**src/rtl/sha_sched_pkg.sv**
```systemverilog
// Shared types and defaults for the SHA nonce scheduler.
package sha_sched_pkg;

  localparam int unsigned DEF_TIMEOUT   = 128;
  localparam int unsigned DEF_NONCE_LSB = 96;
  localparam int unsigned MSG_W         = 512;

  typedef logic [255:0]     digest_t;
  typedef logic [31:0]      nonce_t;
  typedef logic [MSG_W-1:0] msg_t;

  typedef enum logic [2:0] {
    ST_IDLE,
    ST_LOAD,
    ST_RUN,
    ST_CHECK,
    ST_DONE
  } state_e;

endpackage

```
**src/rtl/sha_target_cmp.sv**
```systemverilog
// Combinational hit test: digest <= target, both 256-bit unsigned.
module sha_target_cmp
  import sha_sched_pkg::*;
(
  input  digest_t digest_i,
  input  digest_t target_i,
  output logic    hit_o
);

  always_comb hit_o = (digest_i <= target_i);

endmodule

```
**src/rtl/sha_nonce_scheduler.sv**
```systemverilog
// Sweeps a nonce range through an external SHA engine and reports the first hit.
// Optional hash counter enabled by defining SHA_SCHED_STATS_EN.
module sha_nonce_scheduler
  import sha_sched_pkg::*;
#(
  parameter int unsigned TIMEOUT   = DEF_TIMEOUT,
  parameter int unsigned NONCE_LSB = DEF_NONCE_LSB
) (
  input  logic         clk,
  input  logic         rst,
  input  logic         start,
  input  logic         abort,
  input  logic [511:0] msg_template,
  input  logic [31:0]  nonce_start,
  input  logic [31:0]  nonce_end,
  input  logic [255:0] target,
  output logic [511:0] sha_msg,
  output logic         sha_begin,
  output logic         sha_enable,
  input  logic         sha_complete,
  input  logic [255:0] sha_digest,
  output logic         busy,
  output logic         found,
  output logic         exhausted,
  output logic         timeout_err,
  output logic         done,
  output logic [31:0]  found_nonce,
  output logic [255:0] found_digest,
  output logic [31:0]  hash_count
);

  localparam int unsigned    TW        = $clog2(TIMEOUT + 1);
  localparam logic [TW-1:0]  WAIT_LAST = TW'(TIMEOUT - 1);

  state_e        state_q;
  nonce_t        nonce_q;
  nonce_t        nonce_end_q;
  digest_t       target_q;
  msg_t          sha_msg_q;
  logic          sha_begin_q;
  logic          sha_enable_q;
  logic          busy_q;
  logic          found_q;
  logic          exhausted_q;
  logic          timeout_err_q;
  logic          done_q;
  nonce_t        found_nonce_q;
  digest_t       found_digest_q;
  logic [TW-1:0] wait_q;
  logic          hit;
  logic          start_acc;

  function automatic msg_t with_nonce(input msg_t m, input nonce_t n);
    msg_t r;
    r = m;
    r[NONCE_LSB +: 32] = n;
    return r;
  endfunction

  sha_target_cmp u_cmp (
    .digest_i (sha_digest),
    .target_i (target_q),
    .hit_o    (hit)
  );

  // abort in IDLE suppresses a coincident start
  assign start_acc = (state_q == ST_IDLE) && start && !abort;

  always_ff @(posedge clk or posedge rst) begin
    if (rst) begin
      state_q        <= ST_IDLE;
      nonce_q        <= '0;
      nonce_end_q    <= '0;
      target_q       <= '0;
      sha_msg_q      <= '0;
      sha_begin_q    <= 1'b0;
      sha_enable_q   <= 1'b0;
      busy_q         <= 1'b0;
      found_q        <= 1'b0;
      exhausted_q    <= 1'b0;
      timeout_err_q  <= 1'b0;
      done_q         <= 1'b0;
      found_nonce_q  <= '0;
      found_digest_q <= '0;
      wait_q         <= '0;
    end else begin
      sha_begin_q <= 1'b0;
      done_q      <= 1'b0;
      unique case (state_q)
        ST_IDLE: begin
          if (start_acc) begin
            state_q        <= ST_LOAD;
            nonce_q        <= nonce_start;
            nonce_end_q    <= nonce_end;
            target_q       <= target;
            sha_msg_q      <= with_nonce(msg_template, nonce_start);
            found_q        <= 1'b0;
            exhausted_q    <= 1'b0;
            timeout_err_q  <= 1'b0;
            found_nonce_q  <= '0;
            found_digest_q <= '0;
            busy_q         <= 1'b1;
            sha_begin_q    <= 1'b1;
          end
        end
        ST_LOAD: begin
          if (abort) begin
            state_q <= ST_IDLE;
            busy_q  <= 1'b0;
          end else begin
            state_q      <= ST_RUN;
            sha_enable_q <= 1'b1;
            wait_q       <= '0;
          end
        end
        ST_RUN: begin
          if (abort) begin
            state_q      <= ST_IDLE;
            busy_q       <= 1'b0;
            sha_enable_q <= 1'b0;
          end else if (sha_complete) begin
            state_q      <= ST_CHECK;
            sha_enable_q <= 1'b0;
          end else if (wait_q == WAIT_LAST) begin
            state_q       <= ST_DONE;
            sha_enable_q  <= 1'b0;
            busy_q        <= 1'b0;
            timeout_err_q <= 1'b1;
            done_q        <= 1'b1;
          end else begin
            wait_q <= wait_q + TW'(1);
          end
        end
        ST_CHECK: begin
          if (abort) begin
            state_q <= ST_IDLE;
            busy_q  <= 1'b0;
          end else if (hit) begin
            state_q        <= ST_DONE;
            busy_q         <= 1'b0;
            done_q         <= 1'b1;
            found_q        <= 1'b1;
            found_nonce_q  <= nonce_q;
            found_digest_q <= sha_digest;
          end else if (nonce_q == nonce_end_q) begin
            state_q     <= ST_DONE;
            busy_q      <= 1'b0;
            done_q      <= 1'b1;
            exhausted_q <= 1'b1;
          end else begin
            // the only in-sweep template edit is the nonce field, so rewrite it in place
            state_q     <= ST_LOAD;
            nonce_q     <= nonce_q + 32'd1;
            sha_msg_q   <= with_nonce(sha_msg_q, nonce_q + 32'd1);
            sha_begin_q <= 1'b1;
          end
        end
        ST_DONE: state_q <= ST_IDLE;
        default: state_q <= ST_IDLE;
      endcase
    end
  end

`ifdef SHA_SCHED_STATS_EN
  logic [31:0] hash_count_q;
  logic [31:0] hash_count_d;

  always_comb begin
    hash_count_d = hash_count_q;
    if (start_acc) begin
      hash_count_d = '0;
    end else if ((state_q == ST_CHECK) && !abort && (hash_count_q != '1)) begin
      hash_count_d = hash_count_q + 32'd1;
    end
  end

  always_ff @(posedge clk or posedge rst) begin
    if (rst) hash_count_q <= '0;
    else     hash_count_q <= hash_count_d;
  end

  assign hash_count = hash_count_q;
`else
  assign hash_count = '0;
`endif

  assign sha_msg      = sha_msg_q;
  assign sha_begin    = sha_begin_q;
  assign sha_enable   = sha_enable_q;
  assign busy         = busy_q;
  assign found        = found_q;
  assign exhausted    = exhausted_q;
  assign timeout_err  = timeout_err_q;
  assign done         = done_q;
  assign found_nonce  = found_nonce_q;
  assign found_digest = found_digest_q;

endmodule

```
**config.mk**
```make
export PLATFORM = sky130hd
export DESIGN_NAME = sha_nonce_scheduler
export DESIGN_NICKNAME = d
export VERILOG_FILES = /design/src/rtl/sha_sched_pkg.sv /design/src/rtl/sha_target_cmp.sv /design/src/rtl/sha_nonce_scheduler.sv
export SDC_FILE = /design/constraint.sdc
export NUM_CORES = 2
export LEC_CHECK = 0
export BUFFER_PORTS_ARGS = -buffer_cell sky130_fd_sc_hd__buf_2
export CORE_AREA = 2 2 750 752
export DETAILED_ROUTE_END_ITERATION = 10
export DIE_AREA = 0 0 752 754
export GPL_ROUTABILITY_DRIVEN = 0
export PLACE_DENSITY = 0.35
export SLEW_MARGIN = 5
export SYNTH_ARGS = -nofsm -noshare
export SYNTH_HDL_FRONTEND = slang
export SYNTH_SLANG_ARGS = --single-unit
```
**constraint.sdc**
```tcl
create_clock -name clk -period 40.7 [get_ports clk]
set_input_delay 2.035 -clock clk [delete_from_list [all_inputs] [get_ports clk]]
set_output_delay 2.035 -clock clk [all_outputs]
set_load 0.02 [all_outputs]
```
==> impl_metrics.yaml <==
logic_synthesis:
  synth-warning-count: 0
  synth_async_sr_flop_share: 1.00
  synth_adder_area_share: 0.0656
  post_syn_area_per_cell_um2: 8.79
  yosys.cell_types.count: 62
  synth.mux.area_fraction: 0.000203
  share_of_the_synthesized_area_in_compound_gates_ao_oa_aoi_oai: 0.0924
  post_synth_xor_area_fraction: 0.00676
  synth-edff-count: 0
  yosys_most_used_dff: "sky130_fd_sc_hd__dfrtp_1"
  seq_area_frac_synth: 0.562
  synth-seq-cells: 1106
  post_synthesis_cell_count: 5597
  netlist_area_before_placement_um2: 49200
  synth_top_family_by_area: "simple AND/OR/NAND/NOR gates"
  post_synth_and_or_nand_nor_area_fraction: 0.220
sta:
  fin_crit_sh: 0.211
  drv_slew: 0
  rsz0062_at_grt: "no"
  max_slew.worst_pin.slew_ns: 1.26
  report.final.hold_viol_count: 0
  clock.fmax_ghz: 0.116
  worst_clock_skew_ns: 0.0774
  tns_ns: 0
  finalWorstPathRequiredPeriod_ns: 8.60
  setup_viol: 0
  headroom_to_the_max_slew_limit: 0.159
layout:
  register_area_um2: 27700
  final_layout_size_suffix_gt1_frac: 0.295
  mostFrequentLayoutCells: "2487 x sky130_fd_sc_hd__nand2_1, 1867 x sky130_fd_sc_hd__buf_2, 1106 x sky130_fd_sc_hd__dfrtp_1"
  multi_input_gate_area_in_the_final_layout_um2: 19100
  final_cell_area_um2: 73100
  layout.cells.most_common: "sky130_fd_sc_hd__nand2_1"
  filler_cell_count: 64700
  layout.nets: 8777
  post_layout_utilization_of_the_core: 0.131
  area_delta_synth_final_pct: 48.5
worst_setup_path:
  cp-start-kind: "primary input"
  cp.required_ns: 41.40
  critical-path-max-stage-delay_ns: 0.78
  ff2ff_setup_slack_ns: 33.02
  cp_common_cell: "sky130_fd_sc_hd__buf_4"
  worstSetupEndpointType: "register"
  critical_path.max_fanout: 159
  cp_data_arrival_time_ns: 9.30
  critical_path_class: "primary input to register"
  worst_path_cell_chain: "buf_2, ha_1, nand4_1, nor4_2, buf_4, nand4_1, buf_4, nor4_2, buf_4, nand4_1, o221ai_1, a211oi_2, buf_4, a21oi_4, buf_4, buf_12, buf_4, buf_4, buf_4, o21ai_0"
  worst_path_max_delay_cell: "sky130_fd_sc_hd__buf_4"
cts:
  cts.htree.levels: 4
  tritoncts: "built"
  cts-buffers-inserted: 166
  worst_path_clk_slew_ns: 0.06
  root_buffer: "sky130_fd_sc_hd__clkbuf_16"
  cts.sinks: 1106
  cts_hold_buffers: 0
  cts_repair_resize_count: 0
  clk_path_buf_depth: 4
  cts.repair_timing.setup_buffer_count: 0
  clock_latency_ns: 0.89
floorplanning:
  core.rowCount: 275
  chipWidth_um: 752
  die_height_um: 754
  pin_count: 1932
  design.die.area_um2: 567000
  core_region_area_um2: 559000
  initial_core_util: 0.0880
placement:
  dpl_cell_area_um2: 67200
  port_buffers: 1867
  place.detailed.hpwl_um: 375000
hold_path:
  min_delay_path_class: "register to register"
power_and_ir_drop:
  clkPwrFrac: 0.260
  switching_share: 0.476
  comb_power_share: 0.431
  power.density_nw_per_um2: 79.7
  leakagePower_nw: 35.2
  power_report.internal_total_mw: 3.05
  p_switching_mw: 2.77
  power_frac_seq: 0.308
  vdd_drop_max_mv: 0.0431
detailed_routing:
  num_vias: 47800
  detailedRoute.firstPassIterationCount: 5
  route.antenna.remaining_nets: 0
  drt_drc_violations_left: 0
  wire_per_inst_um: 28.8
  vias_per_cell: 3.15
  drt_first_iter_violations: 3131
  wl_um: 436000
status:
  run_status: "complete, no violations"
global_route:
  grt_pass1_vias: 46600
  grt-ovfl-total: 0
  initial_antenna_violation_count: 422
  grt_usage: 0.148
  grt_pass1_wl_um: 539000
  grt_max_degree: 202
job:
  max_cap_violations: 0
-- worst max-delay path, delay by kind of cell --
family	cells	cell delay, ns
AOI/OAI and AO/OA	4	0.73
and+or+nand+nor	5	1.29
adders and majority gates	1	0.33
buffers and inverters	10	4.35
-- power groups by stage --
stage          clock (mW)  combinational, mW  sequential (mW)
2_1_floorplan           0              0.818             2.16
3_3_place_gp            0               2.60             1.80
3_5_place_dp            0               2.61             1.81
4_1_cts              1.58               2.61             1.80
5_1_grt              1.61               2.75             1.85
6_report             1.51               2.51             1.79
-- cell families (layout without fill, tap and decap cells) --
| group | count (synthesis) | after routing |
|---|---|---|
| xor+xnor | 38 | 38 |
| mux | 1 | 1 |
| simple gates | 2751 | 2751 |
| other cells | 1 | 183 |
| flops | 1106 | 1106 |
| compound gates | 846 | 846 |
| buf+inv | 596 | 2518 |
| fa+ha+maj | 258 | 258 |
-- worst paths after layout --
path	startpoint	to	cells after the start
setup / recovery	sha_digest[208]	found_digest[113]	20
hold / removal	sha_msg[326]	sha_msg[326]	2
setup reg to reg	target_q[234]	found_digest[113]	19
hold reg to reg	sha_msg[326]	sha_msg[326]	2
max in group asynchronous	rst	sha_msg[249]	7
min in group asynchronous	rst	found_digest[119]	2
-- per-layer routing --
metal | track usage | routed length [um] | vias to the layer above
met5 | 0.00246 | 1850 | -
met4 | 0.0527 | 21100 | 250
met2 | 0.238 | 195000 | 2193
met1 | 0.157 | 156000 | 22600
met3 | 0.0928 | 62800 | 929
li1 | - | - | 21800
-- cell type report --
type	instances	share of cell area
diodes	151	0.00517
inverters	272	0.0141
well taps	7479	0.128
clock inverters	54	0.00894
clock buffers	238	0.0654
flip-flops and latches	1106	0.379
repair buffers	1954	0.138
multi-input cells	3926	0.262
-- cells in the mapped netlist, types with 7 or more instances --
master / instances / area share
sky130_fd_sc_hd__nand2_1: 2487 / 0.19
sky130_fd_sc_hd__dfrtp_1: 1106 / 0.56
sky130_fd_sc_hd__o21ai_0: 390 / 0.040
sky130_fd_sc_hd__inv_1: 271 / 0.021
sky130_fd_sc_hd__ha_1: 258 / 0.066
sky130_fd_sc_hd__clkbuf_1: 247 / 0.019
sky130_fd_sc_hd__o21ai_1: 218 / 0.022
sky130_fd_sc_hd__a21oi_1: 134 / 0.014
sky130_fd_sc_hd__nand4_1: 76 / 0.0097
sky130_fd_sc_hd__nor2_1: 49 / 0.0037
sky130_fd_sc_hd__nand3_1: 45 / 0.0046
sky130_fd_sc_hd__buf_4: 34 / 0.0052
sky130_fd_sc_hd__xnor2_1: 34 / 0.0061
sky130_fd_sc_hd__buf_6: 29 / 0.0066
sky130_fd_sc_hd__nor3_1: 26 / 0.0026
sky130_fd_sc_hd__nor4_1: 16 / 0.0020
sky130_fd_sc_hd__a221oi_1: 15 / 0.0027
sky130_fd_sc_hd__a21o_1: 14 / 0.0021
sky130_fd_sc_hd__o22ai_1: 12 / 0.0015
sky130_fd_sc_hd__a211oi_1: 11 / 0.0017
sky130_fd_sc_hd__and3_1: 10 / 0.0013
sky130_fd_sc_hd__buf_2: 9 / 0.00092
sky130_fd_sc_hd__o2bb2ai_1: 7 / 0.0012
-- per-stage QoR --
stage | hold WS (ns) | setup WS [ns] | power, mW | cells
2_1_floorplan | 0.450 | 7.52 | 2.98 | 5628
6_report | 0.463 | 32.10 | 5.82 | 15200
4_1_cts | 0.461 | 31.80 | 5.99 | 15000
5_1_grt | 0.482 | 31.39 | 6.22 | 15100
3_3_place_gp | 0.456 | 30.82 | 4.41 | 14700
3_5_place_dp | 0.457 | 30.82 | 4.41 | 14700
-- flip-flops by register name, indices dropped and copies added (netlist names) --
signal and count:
sha_msg 480, nonce_end_q 32, sha_enable 1, found_nonce 32, exhausted 1, found_digest 256
timeout_err 1, target_q 256, nonce_q 32, done 1, found 1, wait_q 8
sha_begin 1, state_q 3, busy 1
(Power assumes the default switching activity.)
